==> src/rtl/mod_counter_casc.sv <==
`default_nettype none
// ---------------------------------------------------------------------------
// mod_counter_casc : modulo-N up/down counter, binary or packed BCD, with
// 74x163-style enp/ent cascade enables and ripple-carry out.  Rev 1.0
// ---------------------------------------------------------------------------
module mod_counter_casc #(
    parameter int WIDTH   = 8,
    parameter int MODULUS = 60,
    parameter bit BCD     = 1'b0,
    parameter int RST_VAL = 0
) (
    input  logic             clk,
    input  logic             clrn,
    input  logic             sclr,
    input  logic             load,
    input  logic [WIDTH-1:0] din,
    input  logic             enp,
    input  logic             ent,
    input  logic             up,
    output logic [WIDTH-1:0] qout,
    output logic             rco,
    output logic             wrap,
    output logic             lderr
);

    localparam int c_NDIG = WIDTH / 4;

    function automatic logic [WIDTH-1:0] f_enc(input int v);
        logic [WIDTH-1:0] r;
        int               t;
        r = '0;
        t = v;
        if (BCD) begin
            for (int i = 0; i < c_NDIG; i++) begin
                r[i*4 +: 4] = 4'(t % 10);
                t           = t / 10;
            end
        end else begin
            r = WIDTH'(t);
        end
        return r;
    endfunction

    function automatic logic [WIDTH-1:0] f_inc(input logic [WIDTH-1:0] q);
        logic [WIDTH-1:0] r;
        logic             carry;
        r     = q;
        carry = 1'b1;
        if (BCD) begin
            for (int i = 0; i < c_NDIG; i++) begin
                if (carry) begin
                    if (q[i*4 +: 4] == 4'd9) begin
                        r[i*4 +: 4] = 4'd0;
                    end else begin
                        r[i*4 +: 4] = q[i*4 +: 4] + 4'd1;
                        carry       = 1'b0;
                    end
                end
            end
        end else begin
            r = q + WIDTH'(1);
        end
        return r;
    endfunction

    function automatic logic [WIDTH-1:0] f_dec(input logic [WIDTH-1:0] q);
        logic [WIDTH-1:0] r;
        logic             borrow;
        r      = q;
        borrow = 1'b1;
        if (BCD) begin
            for (int i = 0; i < c_NDIG; i++) begin
                if (borrow) begin
                    if (q[i*4 +: 4] == 4'd0) begin
                        r[i*4 +: 4] = 4'd9;
                    end else begin
                        r[i*4 +: 4] = q[i*4 +: 4] - 4'd1;
                        borrow      = 1'b0;
                    end
                end
            end
        end else begin
            r = q - WIDTH'(1);
        end
        return r;
    endfunction

    localparam logic [WIDTH-1:0] c_MAX = f_enc(MODULUS - 1);
    localparam logic [WIDTH-1:0] c_RST = f_enc(RST_VAL);

    logic [WIDTH-1:0] r_q;
    logic             r_wrap;
    logic             r_lderr;
    logic             w_nib_ok;
    logic             w_din_ok;
    logic             w_term;
    logic             w_cnt;
    logic [WIDTH-1:0] w_inc;
    logic [WIDTH-1:0] w_dec;

    // Valid BCD compares in the same order as binary, so one magnitude test covers both modes.
    always_comb begin
        w_nib_ok = 1'b1;
        for (int i = 0; i < c_NDIG; i++) begin
            if (din[i*4 +: 4] > 4'd9) begin
                w_nib_ok = 1'b0;
            end
        end
    end

    assign w_din_ok = (din <= c_MAX) && (!BCD || w_nib_ok);
    assign w_term   = up ? (r_q == c_MAX) : (r_q == '0);
    assign w_cnt    = enp && ent;
    assign w_inc    = f_inc(r_q);
    assign w_dec    = f_dec(r_q);

    always_ff @(posedge clk or negedge clrn) begin
        if (!clrn) begin
            r_q     <= c_RST;
            r_wrap  <= 1'b0;
            r_lderr <= 1'b0;
        end else if (sclr) begin
            r_q     <= c_RST;
            r_wrap  <= 1'b0;
            r_lderr <= 1'b0;
        end else if (load) begin
            r_wrap <= 1'b0;
            if (w_din_ok) begin
                r_q <= din;
            end else begin
                r_q     <= '0;
                r_lderr <= 1'b1;
            end
        end else if (w_cnt) begin
            r_wrap <= w_term;
            if (w_term) begin
                r_q <= up ? '0 : c_MAX;
            end else begin
                r_q <= up ? w_inc : w_dec;
            end
        end else begin
            r_wrap <= 1'b0;
        end
    end

    assign qout  = r_q;
    assign rco   = ent && w_term;
    assign wrap  = r_wrap;
    assign lderr = r_lderr;

endmodule
`default_nettype wire

==> config.mk <==
export PLATFORM = sky130hd
export DESIGN_NAME = mod_counter_casc
export DESIGN_NICKNAME = d
export VERILOG_FILES = /design/src/rtl/mod_counter_casc.sv
export SDC_FILE = /design/constraint.sdc
export NUM_CORES = 1
export LEC_CHECK = 0
export ABC_AREA = 1
export CAP_MARGIN = 10
export CORE_MARGIN = 2
export CORE_UTILIZATION = 25
export DETAILED_ROUTE_END_ITERATION = 8
export GPL_TIMING_DRIVEN = 0
export PLACE_DENSITY = 0.49
export SKIP_CTS_REPAIR_TIMING = 1
export SYNTH_ARGS = -nofsm -noshare
export SYNTH_HDL_FRONTEND = slang
export SYNTH_SLANG_ARGS = --single-unit
==> constraint.sdc <==
create_clock -name clk -period 2.3 [get_ports clk]
set_clock_uncertainty 0.15 [all_clocks]
set_input_delay 0.69 -clock clk [delete_from_list [all_inputs] [get_ports clk]]
set_output_delay 0.69 -clock clk [all_outputs]
set_load 0.05 [all_outputs]
==> metrics.cfg, run 1 <==
[synth]
ys_ff_latch = 10
synth_area_leader_cell = dfrtp_1
yosys-top-cells-area = dfrtp_1, nand2_1, ha_1
async_reset_ff_share_pct = 100.0
synth_cell_types = 25
yosysWarnings = 0
netlist_top_cells_count = nand2_1, nor2_1, inv_1
syn_nets = 159
synth_area_sq_um = 892.1
synth_ff_type = dfrtp_1
yosysSeqAreaShare_pct = 28.05
syn_area_per_cell_sq_um = 6.512
synth.top_cell.area_share_pct = 28.05
synth.most_common_cell = nand2_1
synth_edf_count = 0
synthCells = 137

[place]
dpl.hpwl_mm = 2.024
numPortBuffers = 25
gp_congestion = 0.7599

[setup_path]
r2r_start = qout[2]
worst_setup_path_end_kind = primary output
cp.required_ns = 1.46
worst_ep_arrival_time_ns = 1.52
cp_num_cells = 4
startpoint = ent
r2r_end = qout[5]
ff2ff_setup_slack_ns = 0.43
cp_slowest_stage_delay_ns = 0.49
cp-endpoint = rco
cp_cell_sequence = clkdlybuf4s50_1 -> inv_1 -> nor2_4 -> buf_8
path_delay_family = buffers and inverters
cp_slowest_cell = clkdlybuf4s50_1
path_buf_inv = 3
critPathMaxFanout = 3
start_kind = input port
reg2reg_depth = 13
crit_type = in -> out

[timing]
fmax_ghz = 0.4228
rsz0062_at_grt = true
timing.hold.ws_ns = 0.3712
maxSlewViolCount = 0
setup_viol = 1
worst_pin_slew_ns = 0.5172
period_needed_ns = 2.365
final.setup.tns_ns = -0.06496
maxSlewHeadroom_pct = 65.41
finalHoldViolCount = 0
worst_slack_ns = -0.06496
min_period_over_period_pct = 102.8

[clocking]
root_buffer = clkbuf_4
numCtsBuffers = 3
cts_max_level = 1
numClockSinks = 10
clk_latency_ns = 0.27
clockBufferDepth = 2
cts_tree = built
clk_pin_slew_ns = 0.07

[drt]
num_vias = 968
ant_nets = 0
drc = 0
drt_wl_total_mm = 2.396
viasPerCell = 4.481
wl_per_cell_microns = 11.09
drt_iter0_drc = 33
dr.pass1.iters = 4

[finish]
areaGrowthSynthToFinish_pct = 47.55
diodes = 0
post-route-util_pct = 38.83
drive_above_1_share_pct = 18.24
nets = 193

[pwr]
p_int_w = 0.0004007
p_per_area_mw_per_mm2 = 503.0
swShare_pct = 39.48
seqPwrFrac_pct = 31.1
peakVddDrop_mv = 0.1856
combPwrFrac_pct = 44.2
p_leak_nw = 0.7724
pwr-share-clk_pct = 24.6
power.switching_w = 0.0002614

[global_route]
grt_max_degree = 11
grt_overflow = 0
antenna_found_initial = 0
grt_pass1_vias = 915
grt_usage_pct = 12.45
grt_pass1_wl_mm = 4.029

[outcome]
violations = negative setup slack
status = finished, violations left

[die]
core_sq_mm = 0.003390
num_rows = 21
die_area_sq_mm = 0.004062
die_y_microns = 63.74
io_pins = 26
initial_core_util_pct = 26.32
die_x_microns = 63.74

[worst_hold_path]
hold_path.class = reg -> reg

[job]
drv_cap = 0

-- worst reg2reg max path, cell delays in order, from the launching register on --
cell,delay (ns)
dfrtp_1,0.41
buf_4,0.15
ha_1,0.38
inv_1,0.08
nand2_1,0.07
nand3_1,0.09
nand2_1,0.07
nand2_1,0.05
nand2_1,0.08
nand2_1,0.06
nand2_1,0.06
nand2_1,0.05
nand2_1,0.06
nand2_1,0.04
-- worst min path at each step --
stage          startpoint     to  slack [ns]  cells past startpoint
2_1_floorplan        clrn  lderr        0.24                      0
3_3_place_gp        lderr  lderr        0.36                      2
3_5_place_dp        lderr  lderr        0.36                      2
4_1_cts             lderr  lderr        0.37                      2
5_1_grt             lderr  lderr        0.41                      2
6_report            lderr  lderr        0.37                      2
-- metal layers --
layer / vias to the layer above / share of wire (%) / global-route usage [%]
li1: 509 / - / -
met1: 440 / 47 / 15.97
met2: 17 / 49 / 21.45
met3: 2 / 3.2 / 1.761
met4: 0 / 0.42 / 4.076
met5: - / 0 / 0
-- state kept, by name, indices dropped and copies added, names as in the netlist --
name	count
lderr	1
qout	8
wrap	1
-- per-stage QoR --
step / std cells / total power (W) / instance area, sq um / worst slack, ns
floorplan: 137 / 0.0003915 / 902.1 / 0.003523
global placement: 208 / 0.0004848 / 1210 / -1.404
detailed placement: 208 / 0.0004882 / 1210 / -1.427
CTS: 212 / 0.0006552 / 1246 / -1.434
global route: 216 / 0.0007120 / 1316 / -0.1528
finish: 216 / 0.0006621 / 1316 / -0.06496
-- kinds of logic after synthesis --
kind of cell / count (synthesis) / synth area share [%]
AOI/OAI and AO/OA: 16 / 9.678
xor gates and xnor gates: 3 / 2.946
adders and majority gates: 7 / 10.66
buffers and inverters: 17 / 7.293
DFF: 10 / 28.05
and+or+nand+nor: 84 / 41.37
-- power by group through the flow --
stage               sequential [W]  clock, W  combinational (W)
floorplan                 0.000250         0           0.000142
global placement          0.000210         0           0.000275
detailed placement        0.000210         0           0.000278
CTS                       0.000206  0.000169           0.000280
global route              0.000209  0.000176           0.000327
finish                    0.000206  0.000163           0.000293
-- final cells by class --
| class | count | area, sq um |
|---|---|---|
| Fill cell | 372 | 2073 |
| Multi-Input combinational cell | 110 | 598.1 |
| Timing Repair Buffer | 29 | 302.8 |
| Sequential cell | 10 | 254.0 |
| Inverter | 17 | 67.56 |
| Tap cell | 46 | 57.56 |
| Clock buffer | 4 | 36.28 |
-- placed cells by master (no fill, tap or decap), types with 2 or more instances in the layout --
cell,netlist,layout
nand3_1,6,6
nand3b_1,2,2
nand2_1,48,46
xnor2_1,2,2
inv_1,13,10
nor2_2,2,3
o21ai_1,4,4
dlymetal6s2s_1,0,8
a21oi_1,6,6
nand2_2,3,5
clkdlybuf4s50_1,0,15
dfrtp_2,0,3
o21ai_0,3,3
buf_4,0,4
inv_2,3,5
nor2_1,15,13
clkbuf_4,0,4
dfrtp_1,10,7
ha_1,6,6
nand4_1,4,4
(Power assumes the default switching activity.)
==> run 2, diff against run 1 <==
--- a/config.mk
+++ b/config.mk
@@ -6,7 +6,6 @@
 export NUM_CORES = 1
 export LEC_CHECK = 0
 export ABC_AREA = 1
-export CAP_MARGIN = 10
 export CORE_MARGIN = 2
 export CORE_UTILIZATION = 25
 export DETAILED_ROUTE_END_ITERATION = 8
==> results of run 2 <==
The final DEF is identical to that of run 1; final timing and power are the same.
==> run 3, diff against run 2 <==
--- a/config.mk
+++ b/config.mk
@@ -10,6 +10,7 @@
 export CORE_UTILIZATION = 25
 export DETAILED_ROUTE_END_ITERATION = 8
 export GPL_TIMING_DRIVEN = 0
+export HOLD_SLACK_MARGIN = 0.03
 export PLACE_DENSITY = 0.49
 export SKIP_CTS_REPAIR_TIMING = 1
 export SYNTH_ARGS = -nofsm -noshare
==> results of run 3 <==
The final DEF is identical to that of run 1; final timing and power are the same.
==> variant 1, RTL diff (settings of run 2) <==
The parameter `BCD` goes from 1'b0 to 1'b1.
--- a/src/rtl/mod_counter_casc.sv
+++ b/src/rtl/mod_counter_casc.sv
@@ -8,3 +8,3 @@
     parameter int MODULUS = 60,
-    parameter bit BCD     = 1'b0,
+    parameter bit BCD     = 1'b1,
     parameter int RST_VAL = 0
Formal check against the unedited RTL: not equivalent (a bounded check fails within 4 cycles, from zero or initial values).
==> variant 1 against run 2 <==
  * The run still ends with negative setup slack left
  * Sequential cell count stayed put
  * Non-clock buffer count grew 1
  * Design area up 0.67%
  * Routed wire length rose by 1.5%
  * Power is 2.0% lower
  * Worst setup slack got worse by 0.014 ns
  * Synthesized area increased by 1.3%
  * Fmax shrank 0.58%
  * Global-route usage grew 0.55 points
  * Largest cell class unchanged
==> variant 1: results (changes against run 2) <==
{| class="wikitable"
! Metric !! Value
|-
| Async set-or-reset flop fraction in the synthesized netlist || 100% (unchanged)
|-
| P_sw || 0.255 mW (-2.5%)
|-
| Number of design-rule violations left by the first detailed-router iteration || 28 (-15%)
|-
| Wire length of the first global-routing pass || 4310 um (+7.0%)
|-
| Port-buffer cells || 25 (unchanged)
|-
| Fraction of the yosys area taken by sequential cells || 27.7% (-0.35 points)
|-
| Half-perimeter wire length after placement || 1930 um (-4.5%)
|-
| Total length of routed wires || 2430 um (+1.5%)
|-
| Cell family with most CP delay || flip-flops
|-
| Logic gate share of total power || 43.3% (-0.9 points)
|-
| Weighted congestion reported at the end of routability-driven placement || 0.812 (+6.9%)
|-
| Initial DRT Pass Iterations || 4 (unchanged)
|-
| CTS sink cnt || 10 (unchanged)
|-
| Net count of the mapped netlist || 166 (+4.4%)
|-
| Top post-synthesis cells by count || 54 x nand2_1, 25 x nor2_1, 13 x inv_1
|-
| Count of endpoints failing setup in the final report || 1 (unchanged)
|-
| Worst slew pin tran || 0.503 ns (-0.0137 ns)
|-
| Bufs on Longest Clock Path || 2 (unchanged)
|-
| Maximum VDD drop || 0.233 mV (+25%)
|-
| Cell variety after synth || 20 (-20%)
|-
| Signal arrival time at the worst endpoint || 1.54 ns (+0.02 ns)
|-
| Violations in the final reports || negative setup slack
|-
| CP max FO || 8 (+5)
|-
| Biggest area contributors in the synthesized netlist || dfrtp_1 28%, nand2_1 22%, nor2_1 10%
|-
| Max reg flops || 8 (unchanged)
|-
| Cell internal power dissipation || 0.394 mW (-1.7%)
|-
| Placed cells || 222 (+6.7%)
|-
| Global-route total usage across every layer || 13.0% (+0.55 points)
|-
| CP max stage delay || 0.41 ns (-0.08 ns)
|-
| Number of synthesis warnings || 0 (unchanged)
|-
| Library cell used as clock root buffer || clkbuf_4
|-
| Effective utilization at floorplan || 26.4% (+0.13 points)
|-
| Number of nets in the layout || 198 (+2.6%)
|-
| Insertion delay of the later-clocked pin in the worst-skew pair || 0.26 ns
|-
| Worst setup timing slack at the placement stage || -1.15 ns (+0.281 ns)
|-
| Worst min-delay path class || reg -> reg
|-
| Number of antenna cells inserted || 0 (unchanged)
|-
| Number of H-tree levels || 1 (unchanged)
|-
| Post-route setup TNS || -0.0787 ns (-0.0138 ns)
|-
| Number of standard cells after synthesis || 151 (+10%)
|-
| Total CTS buffers || 3 (unchanged)
|-
| Clock transition at the register clock pins on the worst setup and hold paths after CTS || 0.07 ns (about the same)
|-
| Pin count of the biggest net entering global routing || 11 (unchanged)
|-
| Vias after detailed routing || 1013 (+4.6%)
|-
| Initial antenna violation count || 0 (unchanged)
|-
| Share of cells above drive strength 1 || 15.4% (-2.9 points)
|-
| Share of total power in sequential cells || 32.3% (+1.2 points)
|-
| Average vias per placed instance || 4.44 (-0.86%)
|-
| Status || complete, but fails checks
|-
| Slowest stage cell, crit path || dfrtp_2
|-
| Leakage component of the power || 0.779 nW (+0.81%)
|-
| Vias in the first global route || 990 (+8.2%)
|-
| Slack of the critical path || -0.0787 ns (-0.0138 ns)
|}
==> variant 1: metrics by stage <==
step | area (um2) | utilization [%]
6_report | 1330 | 38.8
5_1_grt | 1330 | 38.8
4_1_cts | 1260 | 37.0
3_5_place_dp | 1230 | 35.9
3_3_place_gp | 1230 | 35.9
2_1_floorplan | 918 | -
==> variant 1: path summary, 6_finish.rpt <==
path,start,to,slack (ns),depth (start not counted)
setup / recovery,qout[0],rco,-0.08,7
hold / removal,lderr,lderr,0.38,2
setup reg to reg,qout[0],qout[7],0.73,10
hold reg to reg,lderr,lderr,0.38,2
max in group asynchronous,clrn,qout[0],1.07,1
min in group asynchronous,clrn,lderr,0.59,1
==> variant 1: cells by family (layout without fill, tap and decap cells) <==
kind of cell / Yosys count / after routing / share of synthesized area, %
buffers and inverters: 19 / 50 / 10.7
AND/OR/NAND/NOR: 103 / 103 / 49.4
AO/OA/AOI/OAI: 19 / 19 / 12.2
flip-flops: 10 / 10 / 27.7
==> variant 1: worst min-delay path: cells and delay by family, from the launching register on <==
family,cells,cell delay (ns)
AOI/OAI and AO/OA,1,0.06
buffers and inverters,1,0.05
DFF,1,0.39
==> variant 1: routing by layer <==
layer	track usage [%]	wire length (um)	part of all wire [%]	up-vias
li1	-	-	-	544
met1	17.1	1100	45	451
met2	21.6	1220	50	16
met3	3.17	96	3.9	2
met4	2.66	12	0.49	0
met5	0	0	0	-
==> variant 1: layout make-up <==
| type | count | area [um2] |
|---|---|---|
| tap | 46 | 57.6 |
| sequential | 10 | 255 |
| multi-input combinational | 122 | 588 |
| fill | 383 | 2090 |
| clock buffer | 4 | 36.3 |
| buffer | 3 | 36.3 |
| inverter | 16 | 60.1 |
| timing repair buffer | 27 | 292 |
==> variant 2, RTL diff (config.mk and constraints of run 2) <==
Made on the original files. Put a register stage on the output `rco`, with the module's reset. The value now appears one clock later. The other outputs are not delayed to match.
--- a/src/rtl/mod_counter_casc.sv
+++ b/src/rtl/mod_counter_casc.sv
@@ -146,3 +146,9 @@
     assign qout  = r_q;
-    assign rco   = ent && w_term;
+    always_ff @(posedge clk or negedge clrn) begin
+        if (!clrn) begin
+            rco <= '0;
+        end else begin
+            rco <= ent && w_term;
+        end
+    end
     assign wrap  = r_wrap;
Check against the original RTL: not equivalent (Yosys sat finds a counterexample within 4 cycles, from zero or initial values).
==> variant 2 against run 2 <==
  * Clock power increased by 21%
  * Critical path type is now reg -> out
  * Routed wire length increased by 8.3%
  * Via count increased by 2.9%
  * Sequential share of layout area increased by 1.4 points
  * Design area increased by 1.1%
  * Power increased by 7.4%
  * Critical path depth decreased by 3
  * Sequential power increased by 12%
  * Hold slack about the same
  * Utilization decreased by 2.7 points
  * Worst setup slack improved by 0.14 ns
  * Sequential cell count increased by 1
  * Synthesized area increased by 8.6%
==> variant 2: results (changes against run 2) <==
{| class="wikitable"
! Metric !! Value
|-
| GRT met2 Usage || 21.3% (-0.20 points)
|-
| Vias after detailed routing || 996 (+2.9%)
|-
| Flop-to-flop setup slack || 0.33 ns (-0.10 ns)
|-
| Placed cells || 213 (+2.4%)
|-
| Bufs on Longest Clock Path || 2 (unchanged)
|-
| Worst r2r src || qout[0]
|-
| Share of cells above drive strength 1 || 13.6% (-4.6 points)
|-
| Library cell used as clock root buffer || clkbuf_8
|-
| Met1 GRT Util || 16.7% (+0.71 points)
|-
| Placement-stage cell area || 0.00127 mm2 (+4.9%)
|-
| Weighted congestion reported at the end of routability-driven placement || 0.873 (+15%)
|-
| Average vias per placed instance || 4.59 (+2.4%)
|-
| Total length of routed wires || 2590 um (+8.3%)
|-
| Insertion delay of the later-clocked pin in the worst-skew pair || 0.24 ns (-0.03 ns)
|-
| Number of nets in the layout || 192 (-0.52%)
|-
| Worst setup timing slack at the placement stage || -0.548 ns (+0.879 ns)
|-
| Number of design-rule violations left by the first detailed-router iteration || 41 (+24%)
|-
| Cell variety after synth || 26 (+4.0%)
|-
| Worst slew pin tran || 0.528 ns (+0.0110 ns)
|-
| Vias in the first global route || 988 (+8.0%)
|-
| Leakage component of the power || 0.778 nW (+0.70%)
|-
| Worst Reg-to-Reg Cells || 10 (-3)
|-
| Initial antenna violation count || 0 (unchanged)
|-
| Net count of the mapped netlist || 163 (+2.5%)
|-
| Maximum VDD drop || 0.246 mV (+33%)
|-
| Pin count of the biggest net entering global routing || 12 (+1)
|-
| Signal arrival time at the worst endpoint || 1.39 ns (-0.13 ns)
|-
| Top post-synthesis cells by count || 45 x nand2_1, 15 x inv_1, 11 x dfrtp_1, 11 x nor2_1, 7 x a21oi_1
|-
| Count of endpoints failing setup in the final report || 0 (-1)
|-
| Half-perimeter wire length after placement || 2090 um (+3.3%)
|-
| Global-route total usage across every layer || 13.5% (+1.0 points)
|-
| Fraction of the yosys area taken by sequential cells || 28.4% (+0.37 points)
|-
| Status || complete, no violations
|-
| Clock transition at the register clock pins on the worst setup and hold paths after CTS || 0.05 ns (-0.02 ns)
|-
| Hold WS || 0.372 ns (+0.000330 ns)
|-
| Biggest area contributors in the synthesized netlist || dfrtp_1 28%, nand2_1 17%, ha_1 7.8%
|-
| CP max stage delay || 0.80 ns (+0.31 ns)
|-
| CP max FO || 2 (-1)
|-
| Number of standard cells after synthesis || 141 (+2.9%)
|-
| Wire length of the first global-routing pass || 4470 um (+11%)
|}
-- variant 2: where the power goes --
group          internal (mW)  switching, mW
Clock                  0.122         0.0749
Sequential             0.208         0.0239
Combinational          0.108          0.174
-- variant 2: routing by layer --
layer | part of all wire [%] | wire length [um]
met5 | 0 | 0
met4 | 2.3 | 59
met3 | 4.7 | 123
met2 | 44 | 1150
met1 | 49 | 1260
-- variant 2: worst min-delay path, cell delays in order, from the launching register on --
cell and delay [ns]:
dfrtp_1 0.37, inv_1 0.05, a21oi_1 0.06
-- variant 2: area by class of cell --
class / instances / area [um2]
fill: 412 / 2360
multi-input combinational: 109 / 613
sequential: 11 / 275
timing repair buffer: 24 / 255
inverter: 20 / 75.1
tap: 48 / 60.1
clock buffer: 4 / 45.0
buffer: 1 / 7.51
-- variant 2: worst max-delay path by stage --
stage / from / to / slack, ns / cells past startpoint
global placement: up / qout[5] / -0.53 / 14
floorplan: qout[0] / qout[4] / 0.23 / 10
detailed placement: up / qout[5] / -0.55 / 14
finish: lderr / lderr / 0.07 / 1
CTS: up / qout[5] / -0.30 / 14
global route: up / qout[5] / 0.03 / 14
-- variant 2: logic make-up (layout without fill, tap and decap cells) --
kind of cell    after synthesis  in the layout  share of synthesized area (%)
xor+xnor                      4              4                           3.62
compound gates               19             19                           11.4
simple gates                 79             79                           38.2
flops                        11             11                           28.4
buf+inv                      21             49                           8.53
fa+ha+maj                     7              7                           9.82
